--- src/rtl/load_store_unit_pkg.sv ---
// Shared definitions for the load/store unit: opcodes, request-entry layout,
// FSM state encoding and small helpers used by the FIFO and the control logic.
package ls_defs;

  localparam logic [6:0] OP_LOAD  = 7'h20;
  localparam logic [6:0] OP_STORE = 7'h21;

  localparam int DATA_W = 16;
  localparam int ADDR_W = 16;
  localparam int REG_W  = 5;

  // Bit layout of a queued request: {we, wb_en, wb_addr, addr, data}
  localparam int DATA_LSB   = 0;
  localparam int ADDR_LSB   = DATA_LSB + DATA_W;
  localparam int WBADDR_LSB = ADDR_LSB + ADDR_W;
  localparam int WBEN_BIT   = WBADDR_LSB + REG_W;
  localparam int WE_BIT     = WBEN_BIT + 1;
  localparam int ENTRY_W    = WE_BIT + 1;

  typedef struct packed {
    logic              we;
    logic              wb_en;
    logic [REG_W-1:0]  wb_addr;
    logic [ADDR_W-1:0] addr;
    logic [DATA_W-1:0] data;
  } ls_entry_t;

  typedef enum logic {
    ST_IDLE = 1'b0,
    ST_REQ  = 1'b1
  } ls_state_e;

  function automatic logic is_ls_op(input logic [6:0] op);
    return (op == OP_LOAD) || (op == OP_STORE);
  endfunction

  // Stores never write back; loads write back only when dispatch asks for it.
  function automatic ls_entry_t make_entry(
    input logic [6:0]        op,
    input logic              is_wb,
    input logic [REG_W-1:0]  wb_addr,
    input logic [ADDR_W-1:0] addr,
    input logic [DATA_W-1:0] data
  );
    ls_entry_t e;
    e.we      = (op == OP_STORE);
    e.wb_en   = is_wb & (op == OP_LOAD);
    e.wb_addr = wb_addr;
    e.addr    = addr;
    e.data    = data;
    return e;
  endfunction

endpackage

--- src/rtl/load_store_unit_if.sv ---
// Single-port data-memory request/acknowledge bus between the load/store unit
// (master) and the data memory (slave).
interface load_store_unit_if;
  import ls_defs::*;

  logic              mem_req;
  logic              mem_we;
  logic [ADDR_W-1:0] mem_addr;
  logic [DATA_W-1:0] mem_wdata;
  logic              mem_ack;
  logic [DATA_W-1:0] mem_rdata;

  modport master (
    output mem_req, mem_we, mem_addr, mem_wdata,
    input  mem_ack, mem_rdata
  );

  modport slave (
    input  mem_req, mem_we, mem_addr, mem_wdata,
    output mem_ack, mem_rdata
  );

endinterface

--- src/rtl/load_store_unit_fifo.sv ---
// Request FIFO for the load/store unit: two in-order write slots per cycle,
// one read, combinational head, synchronous clear.
module ls_request_fifo
  import ls_defs::*;
#(
  parameter  int DEPTH = 4,
  localparam int PTR_W = $clog2(DEPTH),
  localparam int CNT_W = PTR_W + 1
) (
  input  logic             clock_i,
  input  logic             reset_i,
  input  logic             clear,
  input  logic             wr0_en,
  input  ls_entry_t        wr0_entry,
  input  logic             wr1_en,
  input  ls_entry_t        wr1_entry,
  input  logic             pop,
  output ls_entry_t        head,
  output logic [CNT_W-1:0] count,
  output logic             empty
);

  logic [ENTRY_W-1:0] slot_reg [DEPTH];
  logic [PTR_W-1:0]   wr_ptr_reg, wr_ptr_next;
  logic [PTR_W-1:0]   rd_ptr_reg, rd_ptr_next;
  logic [CNT_W-1:0]   count_reg, count_next;
  logic [PTR_W-1:0]   wr1_ptr;
  logic [ENTRY_W-1:0] rd_word;

  // Slot 1 lands just after slot 0; pointers wrap naturally at DEPTH.
  assign wr1_ptr = wr0_en ? wr_ptr_reg + PTR_W'(1) : wr_ptr_reg;

  genvar gi;
  generate
    for (gi = 0; gi < DEPTH; gi++) begin : g_slot
      always_ff @(posedge clock_i) begin
        if (wr0_en && (wr_ptr_reg == PTR_W'(gi))) begin
          slot_reg[gi] <= wr0_entry;
        end else if (wr1_en && (wr1_ptr == PTR_W'(gi))) begin
          slot_reg[gi] <= wr1_entry;
        end
      end
    end
  endgenerate

  always_comb begin
    wr_ptr_next = wr_ptr_reg;
    rd_ptr_next = rd_ptr_reg;
    count_next  = count_reg;
    if (clear) begin
      wr_ptr_next = '0;
      rd_ptr_next = '0;
      count_next  = '0;
    end else begin
      wr_ptr_next = wr_ptr_reg + PTR_W'(wr0_en) + PTR_W'(wr1_en);
      rd_ptr_next = rd_ptr_reg + PTR_W'(pop);
      count_next  = count_reg + CNT_W'(wr0_en) + CNT_W'(wr1_en) - CNT_W'(pop);
    end
  end

  always_ff @(posedge clock_i or negedge reset_i) begin
    if (!reset_i) begin
      wr_ptr_reg <= '0;
      rd_ptr_reg <= '0;
      count_reg  <= '0;
    end else begin
      wr_ptr_reg <= wr_ptr_next;
      rd_ptr_reg <= rd_ptr_next;
      count_reg  <= count_next;
    end
  end

  always_comb begin
    rd_word      = slot_reg[rd_ptr_reg];
    head.we      = rd_word[WE_BIT];
    head.wb_en   = rd_word[WBEN_BIT];
    head.wb_addr = rd_word[WBADDR_LSB +: REG_W];
    head.addr    = rd_word[ADDR_LSB +: ADDR_W];
    head.data    = rd_word[DATA_LSB +: DATA_W];
  end

  assign count = count_reg;
  assign empty = (count_reg == '0);

endmodule

--- src/rtl/load_store_unit.sv ---
// Load/store execution stage: queues ops from two dispatch lanes, serialises
// them onto one data-memory port and returns load data as a single writeback.
module load_store_unit
  import ls_defs::*;
#(
  parameter int DEPTH = 4
) (
  input  logic              clock_i,
  input  logic              reset_i,
  input  logic              flush_i,
  input  logic              loadStoreA_i,
  input  logic              loadStoreB_i,
  input  logic              isWbLSA_i,
  input  logic              isWbLSB_i,
  input  logic [REG_W-1:0]  lsWbAddressA_i,
  input  logic [REG_W-1:0]  lsWbAddressB_i,
  input  logic [6:0]        lsOpCodeA_i,
  input  logic [6:0]        lsOpCodeB_i,
  input  logic [ADDR_W-1:0] lsPoperandA_i,
  input  logic [ADDR_W-1:0] lsPoperandB_i,
  input  logic [DATA_W-1:0] lsSoperandA_i,
  input  logic [DATA_W-1:0] lsSoperandB_i,
  output logic              stall_o,
  load_store_unit_if.master mem_bus,
  output logic              wbEnable_o,
  output logic [REG_W-1:0]  wbAddress_o,
  output logic [DATA_W-1:0] wbData_o,
  output logic              busy_o,
  output logic              err_o
);

  localparam int CNT_W = $clog2(DEPTH) + 1;

  ls_state_e         state_reg, state_next;
  ls_entry_t         cur_reg, cur_next;
  logic              squash_reg, squash_next;
  logic              wb_en_reg, wb_en_next;
  logic [REG_W-1:0]  wb_addr_reg, wb_addr_next;
  logic [DATA_W-1:0] wb_data_reg, wb_data_next;
  logic              err_reg, err_next;

  logic              accept, a_ok, b_ok, a_bad, b_bad;
  ls_entry_t         entry_a, entry_b, wr0_entry, head;
  logic              wr0_en, wr1_en, pop, empty;
  logic [CNT_W-1:0]  count;

  assign stall_o = (count > CNT_W'(DEPTH - 2));
  assign accept  = ~stall_o & ~flush_i;
  assign a_ok    = accept & loadStoreA_i &  is_ls_op(lsOpCodeA_i);
  assign b_ok    = accept & loadStoreB_i &  is_ls_op(lsOpCodeB_i);
  assign a_bad   = accept & loadStoreA_i & ~is_ls_op(lsOpCodeA_i);
  assign b_bad   = accept & loadStoreB_i & ~is_ls_op(lsOpCodeB_i);

  assign entry_a = make_entry(lsOpCodeA_i, isWbLSA_i, lsWbAddressA_i, lsPoperandA_i, lsSoperandA_i);
  assign entry_b = make_entry(lsOpCodeB_i, isWbLSB_i, lsWbAddressB_i, lsPoperandB_i, lsSoperandB_i);

  // Compact the accepted lanes so A always precedes B in the queue.
  assign wr0_en    = a_ok | b_ok;
  assign wr0_entry = a_ok ? entry_a : entry_b;
  assign wr1_en    = a_ok & b_ok;

  ls_request_fifo #(.DEPTH(DEPTH)) u_fifo (
    .clock_i   (clock_i),
    .reset_i   (reset_i),
    .clear     (flush_i),
    .wr0_en    (wr0_en),
    .wr0_entry (wr0_entry),
    .wr1_en    (wr1_en),
    .wr1_entry (entry_b),
    .pop       (pop),
    .head      (head),
    .count     (count),
    .empty     (empty)
  );

  always_comb begin
    state_next   = state_reg;
    cur_next     = cur_reg;
    squash_next  = squash_reg;
    wb_en_next   = 1'b0;
    wb_addr_next = wb_addr_reg;
    wb_data_next = wb_data_reg;
    err_next     = a_bad | b_bad;
    pop          = 1'b0;

    case (state_reg)
      ST_IDLE: begin
        if (!empty && !flush_i) begin
          pop        = 1'b1;
          cur_next   = head;
          state_next = ST_REQ;
        end
      end
      ST_REQ: begin
        // A request in flight cannot be withdrawn; a flush only marks it squashed.
        if (flush_i) begin
          squash_next = 1'b1;
        end
        if (mem_bus.mem_ack) begin
          squash_next = 1'b0;
          if (!cur_reg.we && cur_reg.wb_en && !squash_reg && !flush_i) begin
            wb_en_next   = 1'b1;
            wb_addr_next = cur_reg.wb_addr;
            wb_data_next = mem_bus.mem_rdata;
          end
          if (!empty && !flush_i && !squash_reg) begin
            pop      = 1'b1;
            cur_next = head;
          end else begin
            state_next = ST_IDLE;
          end
        end
      end
      default: state_next = ST_IDLE;
    endcase
  end

  always_ff @(posedge clock_i or negedge reset_i) begin
    if (!reset_i) begin
      state_reg   <= ST_IDLE;
      cur_reg     <= '0;
      squash_reg  <= 1'b0;
      wb_en_reg   <= 1'b0;
      wb_addr_reg <= '0;
      wb_data_reg <= '0;
      err_reg     <= 1'b0;
    end else begin
      state_reg   <= state_next;
      cur_reg     <= cur_next;
      squash_reg  <= squash_next;
      wb_en_reg   <= wb_en_next;
      wb_addr_reg <= wb_addr_next;
      wb_data_reg <= wb_data_next;
      err_reg     <= err_next;
    end
  end

  assign mem_bus.mem_req   = (state_reg == ST_REQ);
  assign mem_bus.mem_we    = cur_reg.we;
  assign mem_bus.mem_addr  = cur_reg.addr;
  assign mem_bus.mem_wdata = cur_reg.data;

  assign wbEnable_o  = wb_en_reg;
  assign wbAddress_o = wb_addr_reg;
  assign wbData_o    = wb_data_reg;
  assign err_o       = err_reg;
  assign busy_o      = ~empty | (state_reg == ST_REQ);

endmodule

--- src/flat_wrapper.sv ---
// flat-port wrapper written by rule: the top's interface ports become plain ports
module load_store_unit_flat import ls_defs::*;
#(
  parameter int DEPTH = 4
)
  (clock_i, reset_i, flush_i, loadStoreA_i, loadStoreB_i, isWbLSA_i, isWbLSB_i, lsWbAddressA_i, lsWbAddressB_i, lsOpCodeA_i, lsOpCodeB_i, lsPoperandA_i, lsPoperandB_i, lsSoperandA_i, lsSoperandB_i, stall_o, wbEnable_o, wbAddress_o, wbData_o, busy_o, err_o, mem_bus_mem_req, mem_bus_mem_we, mem_bus_mem_addr, mem_bus_mem_wdata, mem_bus_mem_ack, mem_bus_mem_rdata);
  load_store_unit_if mem_bus_i ();
  input  logic clock_i;
  input  logic reset_i;
  input  logic flush_i;
  input  logic loadStoreA_i;
  input  logic loadStoreB_i;
  input  logic isWbLSA_i;
  input  logic isWbLSB_i;
  input  logic [REG_W-1:0] lsWbAddressA_i;
  input  logic [REG_W-1:0] lsWbAddressB_i;
  input  logic [6:0] lsOpCodeA_i;
  input  logic [6:0] lsOpCodeB_i;
  input  logic [ADDR_W-1:0] lsPoperandA_i;
  input  logic [ADDR_W-1:0] lsPoperandB_i;
  input  logic [DATA_W-1:0] lsSoperandA_i;
  input  logic [DATA_W-1:0] lsSoperandB_i;
  output logic stall_o;
  output logic wbEnable_o;
  output logic [REG_W-1:0] wbAddress_o;
  output logic [DATA_W-1:0] wbData_o;
  output logic busy_o;
  output logic err_o;
  output wire logic [$bits(mem_bus_i.mem_req)-1:0] mem_bus_mem_req;
  output wire logic [$bits(mem_bus_i.mem_we)-1:0] mem_bus_mem_we;
  output wire logic [$bits(mem_bus_i.mem_addr)-1:0] mem_bus_mem_addr;
  output wire logic [$bits(mem_bus_i.mem_wdata)-1:0] mem_bus_mem_wdata;
  input wire logic [$bits(mem_bus_i.mem_ack)-1:0] mem_bus_mem_ack;
  input wire logic [$bits(mem_bus_i.mem_rdata)-1:0] mem_bus_mem_rdata;
  assign mem_bus_mem_req = mem_bus_i.mem_req;
  assign mem_bus_mem_we = mem_bus_i.mem_we;
  assign mem_bus_mem_addr = mem_bus_i.mem_addr;
  assign mem_bus_mem_wdata = mem_bus_i.mem_wdata;
  assign mem_bus_i.mem_ack = mem_bus_mem_ack;
  assign mem_bus_i.mem_rdata = mem_bus_mem_rdata;
  load_store_unit #(.DEPTH(DEPTH)) u_core (.clock_i(clock_i), .reset_i(reset_i), .flush_i(flush_i), .loadStoreA_i(loadStoreA_i), .loadStoreB_i(loadStoreB_i), .isWbLSA_i(isWbLSA_i), .isWbLSB_i(isWbLSB_i), .lsWbAddressA_i(lsWbAddressA_i), .lsWbAddressB_i(lsWbAddressB_i), .lsOpCodeA_i(lsOpCodeA_i), .lsOpCodeB_i(lsOpCodeB_i), .lsPoperandA_i(lsPoperandA_i), .lsPoperandB_i(lsPoperandB_i), .lsSoperandA_i(lsSoperandA_i), .lsSoperandB_i(lsSoperandB_i), .stall_o(stall_o), .mem_bus(mem_bus_i), .wbEnable_o(wbEnable_o), .wbAddress_o(wbAddress_o), .wbData_o(wbData_o), .busy_o(busy_o), .err_o(err_o));
endmodule
--- config.mk ---
export PLATFORM = sky130hd
export DESIGN_NAME = load_store_unit_flat
export DESIGN_NICKNAME = d
export VERILOG_FILES = /design/src/rtl/load_store_unit_pkg.sv /design/src/rtl/load_store_unit_if.sv /design/src/rtl/load_store_unit_fifo.sv /design/src/rtl/load_store_unit.sv /design/src/flat_wrapper.sv
export SDC_FILE = /design/constraint.sdc
export NUM_CORES = 1
export LEC_CHECK = 0
export BUFFER_PORTS_ARGS = -buffer_cell sky130_fd_sc_hd__buf_2
export CAP_MARGIN = 40
export CORE_ASPECT_RATIO = 1.25
export CORE_MARGIN = 2
export CORE_UTILIZATION = 50
export CTS_CLUSTER_DIAMETER = 40
export DETAILED_ROUTE_END_ITERATION = 12
export PLACE_DENSITY = 0.74
export RECOVER_POWER = 25
export SETUP_SLACK_MARGIN = 0.5
export SLEW_MARGIN = 20
export SYNTH_ARGS = -nofsm -noshare
export SYNTH_HDL_FRONTEND = slang
export SYNTH_HIERARCHICAL = 1
export SYNTH_SLANG_ARGS = --single-unit
--- constraint.sdc ---
create_clock -name clock_i -period 6.9 [get_ports clock_i]
set_clock_uncertainty 0.15 [all_clocks]
set_input_delay 0.69 -clock clock_i [delete_from_list [all_inputs] [get_ports clock_i]]
set_output_delay 0.69 -clock clock_i [all_outputs]
set_load 0.05 [all_outputs]
==> results.cfg <==
[yosys]
synth-edff-count = 156
synth.yosys.warnings = 6
synth_area_leaders = edfxtp_1 (42%), dfrtp_1 (16%), o2bb2ai_1 (12%)
synth-xor-area-share_pct = 0.314
yosys.area.top_type = edfxtp_1
synth.area.mux_share_pct = 17.9
synthesis.nets = 859
synthCells = 738
synth_top_family_by_area = multiplexers
netlist_area_mm2 = 0.0112
seq_area_frac_synth_pct = 57.9
synth_cell_type_count = 43
yosys.area_share.simple_pct = 4.07
synth_ff_type = edfxtp_1
synthAdderAreaFrac_pct = 1.21
ys_seq_elements = 227
synth_top_area_share_pct = 42.0
avgSynthCellArea_um2 = 15.1
synth_compound_area_share_pct = 13.4
postSynth.asyncResetShare_pct = 31.3

[die]
initial_utilization_pct = 50.6
ioPinCount = 171
die_w_um = 138
fp-row-count = 61
die_h_um = 171
coreArea_mm2 = 0.0221
die_area_mm2 = 0.0235

[setup_path]
crit_chain = buf_2 -> or4_1 -> or3_1 -> nor3_2 -> buf_4 -> a31oi_1 -> o21ai_4 -> buf_4
critPathMaxStageDelay_ns = 0.61
crit_top_cell = buf_4
arrival_ns = 3.65
rrSetupSlack_ns = 3.67
path_depth = 8
crit_fanout = 26
critPathRequiredTime_ns = 6.93
worstReg2RegStart = u_core/u_fifo/count[0]
rr_worst_depth = 6
startpoint_type = primary input
path_class = primary input to flop
crit_path_top_delay_cell = o21ai_4
path_delay_family = simple AND/OR/NAND/NOR gates
cp-end-kind = flop
rr_endpoint = u_core/u_fifo/slot_reg[2][15]
path_buf_inv = 3

[cts]
cts.sinks = 227
htreeDepth = 1
cts_setup_buffers = 0
cts_buffers = 28
cts_tree = yes
cts_max_path_buffers = 3
cts_resized = 0
worstSkewPairLatency_ns = 0.53
cts.clk_slew.worst_paths_ns = 0.06
cts-root-buf = clkbuf_16

[finish]
fin_nets = 994
multi_input_area_mm2 = 0.00424
stdcell_count = 1178
fin_area_mm2 = 0.0132
seqCellArea_mm2 = 0.00647
largest_reg_flops = 156
fillers = 1684
finalCoreUtilization_pct = 59.9
insertedDiodeCount = 0
area_growth_pct = 18.4
drive_above_1_share_pct = 37.9

[drt]
antenna_left = 0
drtIter0Drc = 593
drt-pass1-iter-count = 7
drc_errors = 0
wl_mm = 27.4
vias = 7219
wire_per_inst_um = 23.3
post_drt_via_cell_ratio = 6.13

[sta]
hold_violations = 0
layout_min_cycle_time_ns = 3.63
setup_viol = 0
fmax_mhz = 276
setup_tns_ns = 0
min_period_over_period_pct = 52.6
worst_slack_ns = 3.27
slew_violations = 0
max-slew-margin-rel_pct = 18.8
worst_pin_slew_ns = 1.22
grt_setup_unrepaired = false

[job]
maxCapViolations = 0

[placement]
hpwlAfterDp_mm = 17.6
postPlaceCellArea_mm2 = 0.0123
pre_cts_ws_ns = 2.82
port_buffers = 170
dp.cells = 1125
gp_congestion = 0.801

[power]
vdd_drop_max_mv = 0.270
total_leakage_power_uw = 0.00472
powerDensity_mw_per_mm2 = 350

[global_route]
antenna_found_initial = 2
grtUsageTotal_pct = 23.7
grt_max_degree = 55
grt_first_pass_wirelength_mm = 41.9
grt-ovfl-total = 0
grt_pass1_vias = 7415

[min_path]
whs_endpoint = u_core/squash_reg
min_path_cells = 2
min_path_type = primary input to flop
hold_start = mem_bus_mem_ack

[status]
status = completed
-- what timing repair did --
action	4_1_cts	5_1_grt
hold buffers	1	0
setup endpoints to repair	0	0
endpoints found under the hold margin	17	0
-- cells by family (layout without fill, tap and decap cells) --
group,after synthesis,count (layout)
AOI/OAI and AO/OA,178,178
xor gates and xnor gates,4,4
adders and majority gates,9,9
buffers and inverters,98,255
DFF,227,227
muxes,138,138
and+or+nand+nor,84,84
-- stage by stage --
stage	total power [uW]	hold slack, ns
after floorplan	2960	0.244
after global placement	3130	0.331
after detailed placement	3170	0.337
after CTS	4690	0.214
after global routing	4810	0.225
final	4620	0.227
-- cell usage after synthesis (3+ instances only) --
cell type and count:
a21oi_1 4, a31oi_1 3, buf_1 7, buf_2 28, buf_4 42, clkbuf_1 11, dfrtp_1 71, edfxtp_1 156
fa_1 3, ha_1 6, inv_1 8, mux2_1 10, mux2_2 89, mux4_2 39, nand2_1 44, nand3_1 4
nor2_1 10, nor2b_1 6, o21ai_0 6, o21ai_1 4, o2bb2ai_1 156, xnor2_1 3
-- per-layer routing --
layer	global-route usage, %	wire [um]
met4	6.72	554
met5	0	13
met1	30.4	10500
met2	41.3	14000
met3	3.82	2320
-- final cells by class --
| type | instances | area share, % |
|---|---|---|
| clock buffers | 36 | 6.33 |
| inverters | 8 | 0.227 |
| well taps | 283 | 2.68 |
| repair buffers | 195 | 8.48 |
| clock inverters | 16 | 1.20 |
| multi-input cells | 413 | 32.1 |
| flip-flops and latches | 227 | 49.0 |
-- where the power goes --
group / internal (uW) / switching (uW) / total (uW) / leakage, uW
registers: 1640 / 127 / 1760 / 0.00228
logic: 476 / 863 / 1340 / 0.00194
clock network: 940 / 580 / 1520 / 0.000496
-- placed cells by master (no fill, tap or decap), types with 3 or more instances in the layout --
master     netlist  routed
a21oi_1          4       4
a31oi_1          3       3
buf_16           0       7
buf_2           28     117
buf_4           42      14
clkbuf_1        11      57
clkbuf_16        0      32
clkinv_2         0       6
dfrtp_1         71      69
edfxtp_1       156     156
fa_1             3       3
ha_1             6       6
inv_1            8       8
inv_6            0       4
mux2_1          10      10
mux2_2          89      89
mux4_2          39      39
nand2_1         44      43
nand3_1          4       4
nor2_1          10       6
nor2_4           0       4
nor2b_1          6       6
o21ai_0          6       3
o21ai_4          0       7
o2bb2ai_1      156     156
xnor2_1          3       3
-- worst reg2reg max path, stage by stage (launching register included) --
cell and delay [ns]:
dfrtp_1 0.43, a211o_1 0.43, nor3_2 0.29, buf_4 0.26
a31oi_1 0.17, o21ai_4 0.61, buf_4 0.51
-- how the worst max path moves through the flow --
stage | from | end | slack (ns)
after floorplan | lsOpCodeA_i[1] | u_core/u_fifo/slot_reg[2][0] | 1.03
after global placement | lsOpCodeB_i[1] | u_core/u_fifo/slot_reg[0][14] | 2.64
after detailed placement | lsOpCodeA_i[1] | u_core/u_fifo/slot_reg[3][24] | 2.82
after global routing | lsOpCodeA_i[1] | u_core/u_fifo/slot_reg[3][22] | 3.21
after CTS | lsOpCodeA_i[1] | u_core/u_fifo/slot_reg[3][34] | 3.37
final | lsOpCodeA_i[1] | u_core/u_fifo/slot_reg[2][15] | 3.27
Note: power is estimated with default switching activity, not from simulation.
